## config.mk

```make
export PLATFORM = sky130hd
export DESIGN_NAME = truth_table_scanner
export DESIGN_NICKNAME = d
export VERILOG_FILES = /design/src/rtl/scanner_pkg.sv /design/src/rtl/truth_table_scanner_settle_timer.sv /design/src/rtl/truth_table_scanner.sv
export SDC_FILE = /design/constraint.sdc
export NUM_CORES = 1
export LEC_CHECK = 0
export BUFFER_PORTS_ARGS = -buffer_cell sky130_fd_sc_hd__buf_2
export CAP_MARGIN = 20
export CORE_MARGIN = 2
export CORE_UTILIZATION = 35
export DETAILED_ROUTE_END_ITERATION = 8
export PLACE_DENSITY = 0.53
export SLEW_MARGIN = 5
export SYNTH_ARGS = -nofsm -noshare
export SYNTH_HDL_FRONTEND = slang
export SYNTH_SLANG_ARGS = --single-unit
```

## constraint.sdc

```tcl
create_clock -name clk -period 1.65 [get_ports clk]
set_input_delay 0 -clock clk [delete_from_list [all_inputs] [get_ports clk]]
set_output_delay 0 -clock clk [all_outputs]
set_load 0.02 [all_outputs]
```

## src/rtl/scanner_pkg.sv

```systemverilog
// Shared types and constants for the truth-table scanner.
package scanner_pkg;
    localparam int NUM_VECTORS = 8;
    localparam int IDX_W       = 3;
    localparam int CNT_W       = 4;
    localparam int TMR_W       = 4;

    typedef enum logic [2:0] {
        IDLE   = 3'd0,
        DRIVE  = 3'd1,
        SETTLE = 3'd2,
        SAMPLE = 3'd3,
        DONE   = 3'd4
    } state_t;
endpackage

```

## src/rtl/truth_table_scanner_settle_timer.sv

```systemverilog
// Loadable up-counter; o_term flags when the count reaches i_term.
module settle_timer #(
    parameter int W = 4
) (
    input  logic         clk,
    input  logic         rst,
    input  logic         i_load,
    input  logic         i_inc,
    input  logic [W-1:0] i_term,
    output logic         o_term
);
    logic [W-1:0] r_cnt;

    always_ff @(posedge clk) begin
        if (rst)         r_cnt <= '0;
        else if (i_load) r_cnt <= '0;
        else if (i_inc)  r_cnt <= r_cnt + W'(1);
    end

    assign o_term = (r_cnt == i_term);
endmodule

```

## src/rtl/truth_table_scanner.sv

```systemverilog
// Walks all 8 input combinations of a 3-input block, captures y per vector
// and counts disagreements with EXP_MASK.
module truth_table_scanner
    import scanner_pkg::*;
#(
    parameter int         SETTLE_CYCLES = 2,
    parameter logic [7:0] EXP_MASK      = 8'h02
) (
    input  logic       clk,
    input  logic       rst,
    input  logic       start,
    output logic       a,
    output logic       b,
    output logic       c,
    input  logic       y,
    output logic       busy,
    output logic       done,
    output logic       pass,
    output logic [7:0] result,
    output logic [3:0] mismatch_cnt
);
    state_t           r_state, w_next;
    logic [IDX_W-1:0] r_idx;
    logic [7:0]       r_result;
    logic [CNT_W-1:0] r_mis;
    logic             w_term;
    logic             w_accept;
    logic             w_last;

    // The timer counts 0..SETTLE_CYCLES-1 while in SETTLE, so it terminates
    // on the SETTLE_CYCLES-th cycle.
    settle_timer #(.W(TMR_W)) u_timer (
        .clk    (clk),
        .rst    (rst),
        .i_load (r_state == DRIVE),
        .i_inc  (r_state == SETTLE),
        .i_term (TMR_W'(SETTLE_CYCLES - 1)),
        .o_term (w_term)
    );

    assign w_accept = start && (r_state == IDLE || r_state == DONE);
    assign w_last   = (r_idx == IDX_W'(NUM_VECTORS - 1));

    always_ff @(posedge clk) begin
        if (rst) r_state <= IDLE;
        else     r_state <= w_next;
    end

    always_comb begin
        w_next = r_state;
        case (r_state)
            IDLE, DONE: if (start) w_next = DRIVE;
            DRIVE:      w_next = SETTLE;
            SETTLE:     if (w_term) w_next = SAMPLE;
            SAMPLE:     w_next = w_last ? DONE : DRIVE;
            default:    w_next = IDLE;
        endcase
    end

    always_ff @(posedge clk) begin
        if (rst) begin
            r_idx    <= '0;
            r_result <= '0;
            r_mis    <= '0;
        end else if (w_accept) begin
            r_idx    <= '0;
            r_result <= '0;
            r_mis    <= '0;
        end else if (r_state == SAMPLE) begin
            r_result[r_idx] <= y;
            if (y != EXP_MASK[r_idx]) r_mis <= r_mis + CNT_W'(1);
            if (!w_last) r_idx <= r_idx + IDX_W'(1);
        end
    end

    // Stimulus is derived from registered state only; idle/done park at 000.
    always_comb begin
        {a, b, c} = 3'b000;
        if (busy) {a, b, c} = r_idx;
    end

    assign busy         = (r_state == DRIVE) || (r_state == SETTLE) || (r_state == SAMPLE);
    assign done         = (r_state == DONE);
    assign pass         = done && (r_mis == '0);
    assign result       = r_result;
    assign mismatch_cnt = r_mis;
endmodule

```

==> impl_results.md, run 1 <==
* Initial Util at 35.63%
* ANT cells at 0
* Routed wire per std cell at 12.44 microns
* Peak supply drop at 0.3930 mV
* Die W at 64.59 microns
* Die H at 64.59 microns
* Die area at 0.004172 sq mm
* Setup Fix Bufs, Post-CTS at 0
* WP data required at 1.84 ns
* R2R depth at 5
* DP Wirelength at 2.046 mm
* Startpoint types: flop
* Pwr dens at 877.2 mW/mm^2
* I/O pin count at 22
* Share of the synthesized area in the top cell type at 35.83%
* Sequential share of the synthesized area at 35.83%
* Sequential cell area at 460.4 sq um
* Ranking of synthesized cells by area: dfxtp_1 (36%), ha_1 (5.8%), mux2i_1 (5.5%)
* TritonCTS clock tree: done
* Routability cong. at 0.8050
* Crit. End Element: flop
* Critical-path top delay cell: or3b_2
* Routed wire length at 2.700 mm
* Hold Crit Depth at 3
* Worst-Margin Slew at 0.3860 ns
* Vias in the first global route at 1,126
* Count of non-filler cells in the finished layout at 217
* WP depth at 5
* Nets at 180
* Starting DRT DRC Count at 27
* Hold-fix buffers at CTS at 0
* CP max stage delay at 0.43 ns
* Post-cts repair resize count at 0
* YS warnings at 0
* Count of cell types in the netlist at 43
* Worst-path fanout max at 2
* Gr usage total at 14.73%
* Max clock buf depth at 2
* Setup TNS at 0 ns
* Input/output buffers at 21
* Via Count at 1,109
* DRC violations left at 0
* Core area at 0.003606 sq mm
* Initial antenna violation count at 0
* ANT nets after route at 0
* CP delay by family, top: simple AND/OR/NAND/NOR gates
* Total power draw at 0.001326 W
* Type of the worst min-delay path: primary input to flop
* Total of max-cap violations at 0
* Syn nets at 155
* First-pass DRT Iterations at 4
* Placed cells at 213
* Htree depth at 1
* Clock Root Buffer: clkbuf_8
* Filler Cell Count at 367
* Layout cell share with drive strength beyond 1 at 24.85%
* Final period util at 91.72%
* Fmax at 660.8 MHz
* Syn Inst Count at 145
* CTS Buf Count at 3
* EDFF count, synth at 0
* Cell taking the most area after synthesis: dfxtp_1
* Clock Skew at 0.002606 ns
* P&R area growth vs syn at 17.62%
* Cell mode on critical path: ha_1
* Number of synthesized register bits at 23
* Final Util at 41.92%
* First-pass GRT wire length at 4.961 mm
* RSZ-0062 raised after global routing: false
* Mapped Area at 0.001285 sq mm
* Final min period at 1.513 ns
* Status: finished, final reports clean
* Clock insertion delay at the later pin of the skew report at 0.26 ns
* Largest net degree at the start of global routing at 17
* FP Rows at 22
* Primary FF master, synth: dfxtp_1
* CP arrival at 1.70 ns
* Slew headroom at 74.08%
* Crit Path Category: flop to flop
* FFs w/ async S/R, synth at 0%
* Clock-pin transition on the worst setup and hold timing paths at 0.08 ns
* Via density at 5.111
* Setup-failing EPs final at 0
* Static leakage at 0.6519 nW
* GRT overflow at 0
* Fin. max-slew vios at 0
* Area of the multi-input gates at 747.0 sq um
* Worst-path cell chain: ha_1, ha_1, and4bb_1, or3b_2, a21oi_1
* Clock Sinks at 23
* Crit path buf inv count at 0
* Final hold violations at 0
* Syn_area_per_cell at 8.862 sq um
==> cell usage in the layout, fill, tap and decap left out, drive strengths merged, types with 3 or more instances in the layout <==
master  synthesis  layout
xnor2           3       3
clkbuf          3       4
nor2b           3       3
nand2           6       6
nand3b         11      11
inv             5       5
dfxtp          23      23
o21ai           9       9
mux2i           7       7
and2            6       6
a21oi          14      14
nor2            6       6
buf             8      31
ha              6       6
nand3           7       7
==> worst register-to-register path, cell delays in order (launching register included) <==
cell and delay [ns]:
dfxtp_1 0.35, ha_1 0.15, ha_1 0.16, and4bb_1 0.22, or3b_2 0.43, a21oi_1 0.14
==> registers in the layout (all words and copies together) (netlist names), named ones only <==
signal         flops
result             8
mismatch_cnt       4
u_timer.r_cnt      4
r_idx              3
r_state            3
==> stage by stage <==
stage / setup slack, ns / instance area (sq um) / hold slack (ns)
3_3_place_gp: 0.1936 / 1466 / 0.3401
5_1_grt: 0.05956 / 1511 / 0.07807
4_1_cts: 0.1453 / 1511 / 0.06349
2_1_floorplan: 0.07685 / 1285 / 0.1466
6_report: 0.1367 / 1511 / 0.06433
3_5_place_dp: 0.1632 / 1466 / 0.3460
==> cells by family after synthesis <==
group                      share of synthesized area (%)
AOI/OAI and AO/OA                                  14.70
DFF                                                35.83
and+or+nand+nor                                    29.41
xor gates and xnor gates                           2.727
muxes                                              5.453
adders and majority gates                          5.842
buffers and inverters                              6.037
==> layer usage <==
metal	part of all wire, %	GRT usage, %	vias to the layer above
met1	50	19.10	514
met2	46	24.61	19
met4	0.81	5.585	0
met3	3.7	2.257	2
li1	-	-	574
met5	0	0	-
==> worst paths after layout <==
kind	startpoint	endpoint	slack, ns
worst max-delay path	r_idx[0]	flop	0.14
worst min-delay path	y	result[0]	0.06
worst max register to register	r_idx[0]	flop	0.14
worst min register to register	result[0]	result[0]	0.49
==> area by class of cell <==
type	count	share of cell area, %
well taps	48	3.974
clock buffers	4	2.980
flip-flops and latches	23	30.46
multi-input cells	106	49.42
repair buffers	31	11.92
inverters	5	1.242
==> synthesized netlist by cell type (all sizes together) (5+ instances only) <==
library cell and n:
a21oi 14, and2 6, buf 8, dfxtp 23, ha 6, inv 5
mux2i 7, nand2 6, nand3 7, nand3b 11, nor2 6, o21ai 9
==> where the power goes <==
group / internal, W / switching [W] / total (W)
clock: 0.000172 / 0.000179 / 0.000351
sequential: 0.000583 / 0.0000416 / 0.000624
combinational: 0.000145 / 0.000206 / 0.000351
(Power assumes the default switching activity.)
==> run 2: changes to the inputs <==
ABC_AREA = 1   (was default)
PLACE_DENSITY = 0.54   (was 0.53)
==> run 2 against run 1 <==
  * Combinational power fell by 1%
  * Sequential power rose by 3.2%
  * Critical path depth rose by 2
  * Worst hold slack got worse by 0.0042 ns
  * Power fell by 5.2%
  * Synthesized area fell by 7.6%
  * Highest routed layer unchanged
==> impl_results.md, run 2 <==
* Status: finished, final reports clean
* Pwr dens at 899.1 mW/mm^2
* Static leakage at 0.6571 nW
* First-pass GRT wire length at 4.319 mm
* DRC violations left at 0
* GRT overflow at 0
* Sequential share of the synthesized area at 38.78%
* Routability cong. at 0.7661
* Nets at 197
* Worst r2r src: r_idx[0]
* FFs w/ async S/R, synth at 0%
* Clock Skew at 0.01097 ns
* Gr usage total at 13.55%
* Hold Startpoint: y
* YS warnings at 0
* Via density at 4.504
* Count of cell types in the netlist at 25
* Setup-failing EPs final at 0
* Crit. End Element: flop
* Ranking of synthesized cells by area: dfxtp_1 (39%), nor2_1 (8.2%), nand2_1 (7.3%)
* Max clock buf depth at 2
* I/O pin count at 22
* Max FFs per register at 8
* R2R depth at 7
* Core area at 0.003284 sq mm
* RSZ-0062 raised after global routing: false
* CTS Buf Count at 3
* TritonCTS clock tree: done
* Cell taking the most area after synthesis: dfxtp_1
* FP Rows at 21
* Clock-pin transition on the worst setup and hold timing paths at 0.14 ns
* Syn nets at 170
* Clock insertion delay at the later pin of the skew report at 0.32 ns
* First-pass DRT Iterations at 4
* Largest net degree at the start of global routing at 15
* Initial Util at 36.15%
* EDFF count, synth at 0
* Fin. max-slew vios at 0
* Routed wire per std cell at 10.32 microns
* CP arrival at 1.72 ns
* WP data required at 1.91 ns
* Worst-path fanout max at 5
* Die H at 62.25 microns
* Final min period at 1.465 ns
* Initial antenna violation count at 0
* Total power draw at 0.001257 W
* Place WS at 0.2280 ns
* Final period util at 88.81%
* Clock Sinks at 23
* Fin worst setup slack at 0.1846 ns
* Mapped Area at 0.001187 sq mm
* Total of max-cap violations at 0
* Number of synthesized register bits at 23
* Slack of the worst reg-to-reg path at 0.18 ns
* Die area at 0.003874 sq mm
* Routed wire length at 2.395 mm
* Most frequent cells after synthesis: nor2_1 (26), dfxtp_1 (23), nand2_1 (23)
* Startpoint types: flop
* ANT cells at 0
* P&R area growth vs syn at 17.70%
* Via Count at 1,045
* Worst-Margin Slew at 0.3740 ns
* Cell with the most instances after synthesis: nor2_1
* Syn Inst Count at 160
* Type of the worst min-delay path: primary input to flop
* Hold Crit Depth at 3
* Peak supply drop at 0.4550 mV
* Slew headroom at 75.01%
* Commonest non-fill, non-tap cell in the layout: nor2_1
* Starting DRT DRC Count at 57
* Share of the synthesized area in the top cell type at 38.78%
* Crit Path Category: flop to flop
* ANT nets after route at 0
* Input/output buffers at 21
* Primary FF master, synth: dfxtp_1
* Hold EP: result[7]
* Fmax at 682.4 MHz
* Most frequent cells in the layout: nor2_1 (26), nand2_1 (23), dfxtp_1 (23)
* Setup Fix Bufs, Post-CTS at 0
* Layout cell share with drive strength beyond 1 at 20.97%
* Clock Root Buffer: clkbuf_4
* Die W at 62.25 microns
* Setup TNS at 0 ns
* Htree depth at 1
* DP Wirelength at 1.860 mm
* Final hold violations at 0
* Syn_area_per_cell at 7.421 sq um
* Vias in the first global route at 1,007
run 2: cell types whose count changed after synthesis, moves of 7 or more:
| cell | delta |
|---|---|
| nor3_1 | +10 |
| nand2_1 | +17 |
| mux2i_1 | -7 |
| o21ai_1 | +10 |
| nand3b_1 | -9 |
| o21ai_0 | -7 |
| nor2_1 | +20 |
| inv_1 | +15 |
run 2: power by group:
| part | total [W] | leakage [nW] | internal [W] | switching [W] |
|---|---|---|---|---|
| sequential | 0.000644 | 0.186 | 0.000594 | 0.0000501 |
| combinational | 0.000346 | 0.454 | 0.000123 | 0.000223 |
| clock | 0.000266 | 0.0177 | 0.0000906 | 0.000176 |
| total | 0.00126 | 0.657 | 0.000807 | 0.000449 |
run 2: kinds of logic (layout without fill, tap and decap cells):
kind of cell / Yosys count / after routing / synth area share [%]
simple gates: 79 / 79 / 32.35
buf+inv: 26 / 52 / 8.956
flops: 23 / 23 / 38.78
compound gates: 22 / 22 / 10.64
fa+ha+maj: 6 / 6 / 6.322
xor+xnor: 4 / 4 / 2.951
run 2: per-layer routing:
metal	up-vias	global-route usage [%]	part of all wire (%)	routed length, microns
li1	562	-	-	-
met1	468	16.14	48	1138
met2	13	24.46	49	1168
met3	2	2.717	2.8	66
met4	0	4.167	0.88	21
met5	-	0	0	0
run 2: through the flow:
step | cells | hold slack [ns] | cell area [sq um] | utilization [%]
4_1_cts | 232 | 0.05697 | 1393 | 42.40
3_5_place_dp | 226 | 0.2488 | 1345 | 40.95
3_3_place_gp | 226 | 0.2483 | 1345 | 40.95
6_report | 232 | 0.06009 | 1398 | 42.55
5_1_grt | 232 | 0.05674 | 1398 | 42.55
2_1_floorplan | 160 | 0.06907 | 1187 | -
run 2: layout make-up:
class / count / area (sq um)
clock buffer: 3 / 22.52
clock inverter: 1 / 5.005
fill: 339 / 1887
inverter: 23 / 86.33
multi-input combinational: 111 / 625.6
sequential: 23 / 460.4
tap: 46 / 57.56
timing repair buffer: 25 / 140.1
run 2: worst max-delay path by stage:
stage	cells past startpoint	slack (ns)	endpoint	start
final	7	0.18	flop	r_idx[0]
after global routing	7	0.02	flop	r_idx[0]
after global placement	7	0.29	flop	r_idx[0]
after CTS	4	0.06	pass	r_state[0]
after floorplan	3	0.30	pass	r_state[0]
after detailed placement	7	0.23	flop	r_idx[0]
run 2: worst max-delay path: stages, from the launching register on:
cell and delay (ns):
dfxtp_1 0.40, ha_1 0.24, ha_1 0.22, nor3_2 0.23
nor2_1 0.08, nor2_2 0.12, nand2_1 0.05, nor2_1 0.07
run 2: what timing repair did:
action                     4_1_cts  5_1_grt
setup endpoints to repair        0        1
hold endpoints to repair         3        0
hold buffers                     2        0
gates resized for setup          0        1
